[src/rtl/writeback_reorder_buffer_pkg.sv]
// Shared widths and types for the write-back reorder buffer and the execution units
// that return completions tagged with its slot index.
package writeback_reorder_buffer_pkg;

    localparam int DATA_WIDTH_DEF  = 32;
    localparam int PREG_WIDTH_DEF  = 6;
    localparam int INDEX_WIDTH_DEF = 5;

    // Slot tag handed to an execution unit at dispatch and returned with its result
    typedef logic [INDEX_WIDTH_DEF-1:0] rob_tag_t;
    typedef logic [DATA_WIDTH_DEF-1:0]  data_bus_t;
    typedef logic [PREG_WIDTH_DEF-1:0]  preg_bus_t;

endpackage

[src/rtl/writeback_reorder_buffer.sv]
// Collects out-of-order execution results and replays them to the register file
// write-back port strictly in dispatch order, one registered pulse per cycle.
module writeback_reorder_buffer
    import writeback_reorder_buffer_pkg::*;
#(
    parameter int DATA_WIDTH  = DATA_WIDTH_DEF,
    parameter int PREG_WIDTH  = PREG_WIDTH_DEF,
    parameter int INDEX_WIDTH = INDEX_WIDTH_DEF
) (
    input  logic                   clk,
    input  logic                   rst_n,
    input  logic                   flush,
    input  logic                   alloc_valid,
    input  logic [PREG_WIDTH-1:0]  alloc_preg,
    input  logic [INDEX_WIDTH-1:0] alloc_list_index,
    output logic                   alloc_ready,
    output logic [INDEX_WIDTH-1:0] alloc_tag,
    input  logic                   cpl_valid,
    input  logic [INDEX_WIDTH-1:0] cpl_tag,
    input  logic [DATA_WIDTH-1:0]  cpl_data,
    output logic                   wb_write_enable,
    output logic [PREG_WIDTH-1:0]  wb_physical_write_addr,
    output logic [DATA_WIDTH-1:0]  wb_physical_write_data,
    output logic [INDEX_WIDTH-1:0] wb_active_list_index,
    output logic [INDEX_WIDTH:0]   count
);

    localparam int DEPTH = 1 << INDEX_WIDTH;
    localparam logic [INDEX_WIDTH:0] FULL_COUNT = (INDEX_WIDTH+1)'(DEPTH);

    logic [DEPTH-1:0]       r_valid;
    logic [DEPTH-1:0]       r_done;
    logic [PREG_WIDTH-1:0]  r_preg       [DEPTH];
    logic [INDEX_WIDTH-1:0] r_list_index [DEPTH];
    logic [DATA_WIDTH-1:0]  r_data       [DEPTH];

    logic [INDEX_WIDTH-1:0] r_head;
    logic [INDEX_WIDTH-1:0] r_tail;
    logic [INDEX_WIDTH:0]   r_count;

    logic w_full;
    logic w_alloc;
    logic w_cpl;
    logic w_commit;

    // Ready/tag depend only on registered state so decode never sees a loop through alloc_valid
    assign w_full      = (r_count == FULL_COUNT);
    assign alloc_ready = !w_full;
    assign alloc_tag   = r_tail;
    assign count       = r_count;

    assign w_alloc  = alloc_valid && !w_full && !flush;
    assign w_cpl    = cpl_valid && r_valid[cpl_tag] && !r_done[cpl_tag] && !flush;
    assign w_commit = r_valid[r_head] && r_done[r_head] && !flush;

    // Alloc writes the tail slot and commit frees the head slot; they can only alias when
    // the buffer is empty (nothing to commit) or full (alloc refused), so no conflict.
    always_ff @(posedge clk or negedge rst_n) begin
        if (!rst_n) begin
            // NOTE: every sequential update uses <= so all reads in this block see pre-edge state.
            r_valid <= '0;
            r_done  <= '0;
            r_head  <= '0;
            r_tail  <= '0;
            r_count <= '0;
        end else if (flush) begin
            r_valid <= '0;
            r_done  <= '0;
            r_head  <= '0;
            r_tail  <= '0;
            r_count <= '0;
        end else begin
            if (w_alloc) begin
                r_valid[r_tail] <= 1'b1;
                r_done[r_tail]  <= 1'b0;
                r_tail          <= r_tail + INDEX_WIDTH'(1);
            end
            if (w_cpl) begin
                r_done[cpl_tag] <= 1'b1;
            end
            if (w_commit) begin
                r_valid[r_head] <= 1'b0;
                r_head          <= r_head + INDEX_WIDTH'(1);
            end
            case ({w_alloc, w_commit})
                2'b10:   r_count <= r_count + (INDEX_WIDTH+1)'(1);
                2'b01:   r_count <= r_count - (INDEX_WIDTH+1)'(1);
                default: r_count <= r_count;
            endcase
        end
    end

    // NOTE: payload storage is not reset; the valid/done bits alone decide whether a slot is live.
    always_ff @(posedge clk) begin
        if (w_alloc) begin
            r_preg[r_tail]       <= alloc_preg;
            r_list_index[r_tail] <= alloc_list_index;
        end
        if (w_cpl) begin
            r_data[cpl_tag] <= cpl_data;
        end
    end

    always_ff @(posedge clk or negedge rst_n) begin
        if (!rst_n) begin
            wb_write_enable        <= 1'b0;
            wb_physical_write_addr <= '0;
            wb_physical_write_data <= '0;
            wb_active_list_index   <= '0;
        end else if (w_commit) begin
            wb_write_enable        <= 1'b1;
            wb_physical_write_addr <= r_preg[r_head];
            wb_physical_write_data <= r_data[r_head];
            wb_active_list_index   <= r_list_index[r_head];
        end else begin
            wb_write_enable <= 1'b0;
        end
    end

endmodule

[config.mk]
export PLATFORM = sky130hd
export DESIGN_NAME = writeback_reorder_buffer
export DESIGN_NICKNAME = d
export VERILOG_FILES = /design/src/rtl/writeback_reorder_buffer_pkg.sv /design/src/rtl/writeback_reorder_buffer.sv
export SDC_FILE = /design/constraint.sdc
export NUM_CORES = 2
export LEC_CHECK = 0
export ABC_AREA = 0
export CAP_MARGIN = 15
export CORE_AREA = 2 2 328 330
export CTS_CLUSTER_DIAMETER = 60
export CTS_CLUSTER_SIZE = 8
export DETAILED_ROUTE_END_ITERATION = 6
export DIE_AREA = 0 0 330 332
export GPL_ROUTABILITY_DRIVEN = 0
export GPL_TIMING_DRIVEN = 0
export HOLD_SLACK_MARGIN = 0.15
export PLACE_DENSITY = 0.71
export RECOVER_POWER = 50
export SYNTH_ARGS = -nofsm -noshare
export SYNTH_HDL_FRONTEND = slang
export SYNTH_SLANG_ARGS = --single-unit
export TNS_END_PERCENT = 30
[constraint.sdc]
create_clock -name clk -period 4.9 [get_ports clk]
set_clock_uncertainty 0.2 [all_clocks]
set_input_delay 0.49 -clock clk [delete_from_list [all_inputs] [get_ports clk]]
set_output_delay 0.49 -clock clk [all_outputs]
set_load 0.01 [all_outputs]
## Word level (Yosys, flattened, before mapping)

Memory sizes are Yosys's and may differ from the RTL's. A register that Yosys moved wholly into a read port is not among the register bits.
Index checks and enable logic that the tools add are counted.
W data, S select, Z words.

| cells by class | value |
|---|---|
| add/subtract/negate cells | 4 |
| multiply operators | 0 |
| divide/modulo/power cells | 0 |
| order comparisons | 6 |
| equality and inequality tests | 3 |
| shift-type cells | 0 |
| multiplexer cells | 33 |
| bitwise logic cells | 6 |
| reductions and logical operators | 19 |

Operator list:

| operator | count |
|---|---|
| $mux W32 | 8 |
| $and A32 B32 Y32 | 2 |
| $not A32 Y32 | 2 |
| $or A32 B32 Y32 | 2 |
| $bmux W1 S5 | 4 |
| $mux W5 | 4 |
| $lt A5 B6 Y1 const B | 3 |
| $demux W1 S5 | 3 |
| $ge A5 B1 Y1 const B | 3 |
| $mux W1 | 12 |
| $pmux W6 S2 | 1 |
| $add A5 B1 Y5 const B | 2 |
| $logic_and A1 B1 Y1 | 10 |
| $add A6 B1 Y6 const B | 1 |
| $eq A6 B6 Y1 const B | 1 |
| $logic_not A1 Y1 | 6 |
| $mux W6 | 1 |
| $sub A6 B1 Y6 const B | 1 |
| $reduce_bool A2 Y1 | 2 |
| $reduce_bool A3 Y1 | 1 |
| $eq A2 B1 Y1 const B | 1 |
| $eq A2 B2 Y1 const B | 1 |

| storage, ports and cells | value |
|---|---|
| register bits | 81 |
| latch bits | 0 |
| memory bits (writable) | 1376 |
| ROM bits | 0 |
| bits of input ports | 53 |
| output and inout bits | 56 |
| logic and storage cells | 80 |
| memories | 3 |

Memories:

| memory | depth | bits a word | read ports | clocked after memory_dff | wr ports | RTL line | text |
|---|---|---|---|---|---|---|---|
| r_data | 32 | 32 | 1 | 1 | 1 | writeback_reorder_buffer.sv:35 | `logic [DATA_WIDTH-1:0] r_data [DEPTH];` |
| r_preg | 32 | 6 | 1 | 1 | 1 | writeback_reorder_buffer.sv:33 | `logic [PREG_WIDTH-1:0] r_preg [DEPTH];` |
| r_list_index | 32 | 5 | 1 | 1 | 1 | writeback_reorder_buffer.sv:34 | `logic [INDEX_WIDTH-1:0] r_list_index [DEPTH];` |

## Depth between registers and ports, before layout

| logic depth | value |
|---|---|
| depth in word-level cells | 11 |
| depth in mapped cells | 18 |
| mapped depth without buffers | 14 |

## Worst setup path before layout

Ideal clock, no wire load.

| timing | value |
|---|---|
| path type | input port to flip-flop |
| start | input port cpl_tag[0] |
| end | memory r_data[13][0] (netlist name), enable pin |
| library setup time | 421 ps |
| arrival time | 3860 ps |
| data required time | 4279 ps |
| slack | 419 ps |
| stages on the path | 9 |
| path buffers | 2 |
| path through | buf_6 > mux4_1 > mux4_2 > nor2_1 > a21oi_1 > nor3_4 > nand3b_4 > buf_6 > nor2_1 |

| between the ends | value |
|---|---|
| word-level cells in the longest chain between the ends | 7 |
| elaborated cells on any way between the ends | 10 |
| those cells by class | mux: 6; reduce/logical: 4 |

RTL lines:

| element | RTL line | text |
|---|---|---|
| start, declared | writeback_reorder_buffer.sv:19 | `input logic [INDEX_WIDTH-1:0] cpl_tag,` |
| $bmux W1 S5 | writeback_reorder_buffer.sv:53 | `assign w_cpl = cpl_valid && r_valid[cpl_tag] && !r_done[cpl_tag] && !flush;` |
| $mux W1 (implied by the code) | writeback_reorder_buffer.sv:53 |  |
| $logic_and A1 B1 Y1 / $logic_not A1 Y1 (equally long branches) | writeback_reorder_buffer.sv:53 |  |
| $logic_and A1 B1 Y1 (2 in a row) | writeback_reorder_buffer.sv:53 |  |
| $mux W1 | writeback_reorder_buffer.sv:99 | `if (w_cpl) begin` |
| $mux W1 (implied by the code) | writeback_reorder_buffer.sv:100 | `r_data[cpl_tag] <= cpl_data;` |
| end, declared | writeback_reorder_buffer.sv:35 |  |

Parallel ways exist; a longest one is shown, timed or not. The select of a mux whose other input is x is not followed.

## Worst setup path in the final report

| timing | value |
|---|---|
| start | register r_head[0] |
| end | register wb_physical_write_data[15] (read register of r_data) |

| between the ends | value |
|---|---|
| word-level cells in the longest chain between the ends | 4 |
| elaborated cells on any way between the ends | 6 |
| those cells by class | mux: 4; reduce/logical: 2 |

RTL lines:

| element | RTL line | text |
|---|---|---|
| start, declared | writeback_reorder_buffer.sv:37 | `logic [INDEX_WIDTH-1:0] r_head;` |
| start signal, assigned | writeback_reorder_buffer.sv:83 | `r_head <= r_head + INDEX_WIDTH'(1);` |
| $bmux W1 S5 | writeback_reorder_buffer.sv:54 | `assign w_commit = r_valid[r_head] && r_done[r_head] && !flush;` |
| $mux W1 (implied by the code) | writeback_reorder_buffer.sv:54 |  |
| $logic_and A1 B1 Y1 (2 in a row) | writeback_reorder_buffer.sv:54 |  |
| end, declared | writeback_reorder_buffer.sv:23 | `output logic [DATA_WIDTH-1:0] wb_physical_write_data,` |

Parallel ways exist; a longest one is shown, timed or not. The select of a mux whose other input is x is not followed.
A chain may end at the register's enable or synchronous reset.

==> summary.md <==
| Metric | Value |
|---|---|
| GR Util met1 | 41.92% |
| Worst-path maximum fanout | 10 |
| Global-route track usage on met2 | 48.89% |
| Highest-count cells in the layout ignoring fill and taps | 1376 x edfxtp_1, 353 x mux4_2, 221 x clkbuf_1, 207 x clkbuf_16, 172 x a22oi_1 |
| Worst hold margin | roughly 220 ps |
| Total power density per cell area | 399.0 nW/um2 |
| Most common library cell in the layout ignoring fill and taps | edfxtp_1 |
| Final hold violations | 0 |
| Overall die width | 330 um |
| Number of buffers inserted during clock tree synthesis | 206 |
| Placement Rows | 120 |
| Largest net degree at the start of global routing | 94 |
| Arrival time reported for the critical path endpoint | roughly 5300 ps |
| Worst-case setup slack after placement | -405.7 ps |
| # fillers | 6732 |
| Starting DRT DRC Count | approximately 5500 |
| Overall die area | about 110000 um2 |
| Total count of max-transition violations in the final report | 126 |
| Syn avg cell area | 21.46 um2 |
| Leakage power of the design | between 0.02 and 0.025 uW |
| Std-Cell Core Area | about 110000 um2 |
| Maximum count of clock buffers along a single path | 3 |
| Via count of the routed design | 32081 |
| Library cell used as clock root buffer | clkbuf_16 |
| Actual transition at the worst max-transition pin | approximately 2700 ps |
| CTS clk-pin slew, worst paths | around 50 ps |
| Wire per inst | around 36 um |
| Number of search-and-repair iterations in the first detailed-routing pass | 7 |
| Number of instances in the synthesized netlist | ~2700 |
| Final Net Count | about 3200 |
| Minimum setup slack in the final design | 79.02 ps |
| Maximum Capacitance Violations | 2 |
| Setup TNS | 0 ps |
| Status | finished, violations left |
| Final worst-path cycle share | between 90% and 100% |
| Drt drc | 11 |
| Critical path data required time | approximately 5400 ps |
| PortBufs | approximately 110 |
| Vias in the first global route | roughly 32000 |
| Initial core utilization | ~55% |
| Worst IR drop on VDD | about 0.00030 V |
| Share of the synthesized area in the top cell type | just over 70% |
| Post-synthesis sequential area ratio | between 70% and 80% |
| Net count after synthesis | between 2000 and 3000 |
| Cell variety after synth | 65 |
| Global route hottest layer | met2 |
| Critical path capture point type | flip-flop |
| Total overflow reported by the global router | 0 |
| Total length of routed wires | 168400 um |
| CTS H-tree depth | 4 |
| Clock Sinks | 1500 |
| Fmax | ~210 MHz |
| Count of yosys warnings during synthesis | 0 |
| Post-synthesis register bit count | 1500 |
| CP Launch Type | flip-flop |
| Relative slew slack | -81.94% |
| Failing checks | DRC, capacitance limit, slew limit |
| Insertion delay to the later sink of the worst-skew pair | roughly 800 ps |
| Top FF cell, synth | edfxtp_1 |
| Fin crit period | 4821 ps |
| Number of vias per cell | roughly 6.9 |
| TritonCTS clock tree | done |
| Boundary pin count | 109 |
| Synth Cell Area | just under 60000 um2 |
| Placed wire-length estimate after detailed placement | around 110000 um |
| Antenna violations before repair | 9 |
| Remaining antenna violation count | 0 |
| Global-route wire length before repair | around 240000 um |
| Overall fraction of global-route tracks in use | 31.04% |
| Share of synthesized flip-flops with an asynchronous set or reset | under 10% |
| CP Class | reg -> reg |
| Number of synthesized flops with an enable pin | ~1400 |
| Main area contributors after synthesis | edfxtp_1 71%, mux4_2 14%, dfrtp_1 5.3%, a22oi_1 2.2%, mux2_2 0.95% |
| Chip height | 332 um |
| Synthesis-to-finish area growth | 19.15% |
| Unrepaired setup endpoints after global routing | no |
| Cell type contributing the most total cell area after synthesis | edfxtp_1 |
| Type of the tightest min-delay check | in -> reg |
| Ratio of cells with drive above 1 in the final layout | 26.07% |
| Setup-violating endpoint count in the final report | 0 |
| Met3 track demand over resource in global routing | under 10% |
-- cells in the mapped netlist, types with 10 or more instances --
| cell type | n |
|---|---|
| a211oi_1 | 12 |
| a21oi_1 | 40 |
| a22oi_1 | 172 |
| buf_1 | 41 |
| buf_2 | 19 |
| clkbuf_1 | 89 |
| dfrtp_1 | 124 |
| edfxtp_1 | 1376 |
| ha_1 | 12 |
| inv_1 | 50 |
| mux2_2 | 49 |
| mux2i_1 | 28 |
| mux4_2 | 353 |
| nand2_1 | 17 |
| nand3b_1 | 10 |
| nand4_1 | 45 |
| nor2_1 | 100 |
| o21ai_0 | 17 |
| o32ai_1 | 31 |
-- flip-flops by register name, indices dropped and copies added, names as in the netlist --
signal,cells
wb_physical_write_data,32
r_done,32
r_data,1024
r_valid,32
r_list_index,160
r_head,5
alloc_tag,5
wb_write_enable,1
r_preg,192
count,6
wb_physical_write_addr,6
wb_active_list_index,5
-- cell families after synthesis --
logic type	Yosys count	share of synthesized area [%]
flops	1500	76.54
mux	440	15.56
compound gates	296	3.760
simple gates	233	2.167
buf+inv	211	1.516
fa+ha+maj	13	0.2932
xor+xnor	11	0.1660
-- final timing paths --
kind | depth (start not counted) | slack, ps | start | end
min in group asynchronous | 4 | 1620 | rst_n | wb_physical_write_data[29]$_DFFE_PN0N_
max in group asynchronous | 4 | 1030 | rst_n | r_head[1]$_DFFE_PN0P_
min | 1 | 220 | alloc_preg[3] | r_preg[31][3]$_DFFE_PP_
max | 9 | 80 | r_head[0]$_DFFE_PN0P_ | wb_physical_write_data[15]$_DFFE_PN0N_
max reg2reg | 9 | 80 | r_head[0]$_DFFE_PN0P_ | wb_physical_write_data[15]$_DFFE_PN0N_
min reg2reg | 1 | 280 | wb_physical_write_data[4]$_DFFE_PN0N_ | wb_physical_write_data[4]$_DFFE_PN0N_
-- report_power, final --
part	total (uW)	switching (uW)	internal, uW
sequential	14100	21.0	14000
clock	13100	5240	7880
combinational	417	302	115
-- through the flow --
| step | power [uW] | std cells | util (%) | area [um2] |
|---|---|---|---|---|
| 3_5_place_dp | 14720 | 4301 | 59.23 | 62960 |
| 2_1_floorplan | 14390 | 2704 | - | 58040 |
| 3_3_place_gp | 14670 | 4212 | 57.24 | 60840 |
| 5_1_grt | 28210 | 4672 | 65.05 | 69150 |
| 6_report | 27590 | 4675 | 65.05 | 69150 |
| 4_1_cts | 27670 | 4659 | 64.92 | 69010 |
-- critical path, cell delays in order (launching register included) --
cell,delay [ps]
dfrtp_1,400
buf_2,280
clkbuf_4,310
clkbuf_1,820
buf_2,610
buf_2,520
mux4_2,570
a22oi_1,410
nand4_1,250
mux2_2,330
-- what timing repair did --
item                                   in CTS  in global routing
endpoints found under the hold margin     125                  0
setup buffers                               0                  1
hold buffers                                4                  0
setup endpoints to repair                  39                  1
resized for setup                           8                  7
pin swaps                                   0                  1
-- layer usage --
| metal | part of all wire (%) | vias to the layer above | wire (um) |
|---|---|---|---|
| li1 | - | 12289 | - |
| met1 | 35 | 16703 | 59720 |
| met2 | 48 | 2581 | 80930 |
| met3 | 11 | 502 | 19310 |
| met4 | 5.0 | 6 | 8373 |
| met5 | 0.024 | - | 40 |
-- cell type report --
class                      count  area (um2)  share of cell area (%)
antenna                        4       10.01                 0.01447
buffer                       160       699.4                   1.011
multi-input combinational    993       13090                   18.92
inverter                      50       187.7                  0.2714
clock buffer                 338        5682                   8.216
tap                         1403        1755                   2.538
timing repair buffer         211        3029                   4.380
sequential                  1500       44420                   64.24
clock inverter                16       280.3                  0.4053
Power figures use the tool's default switching activity.
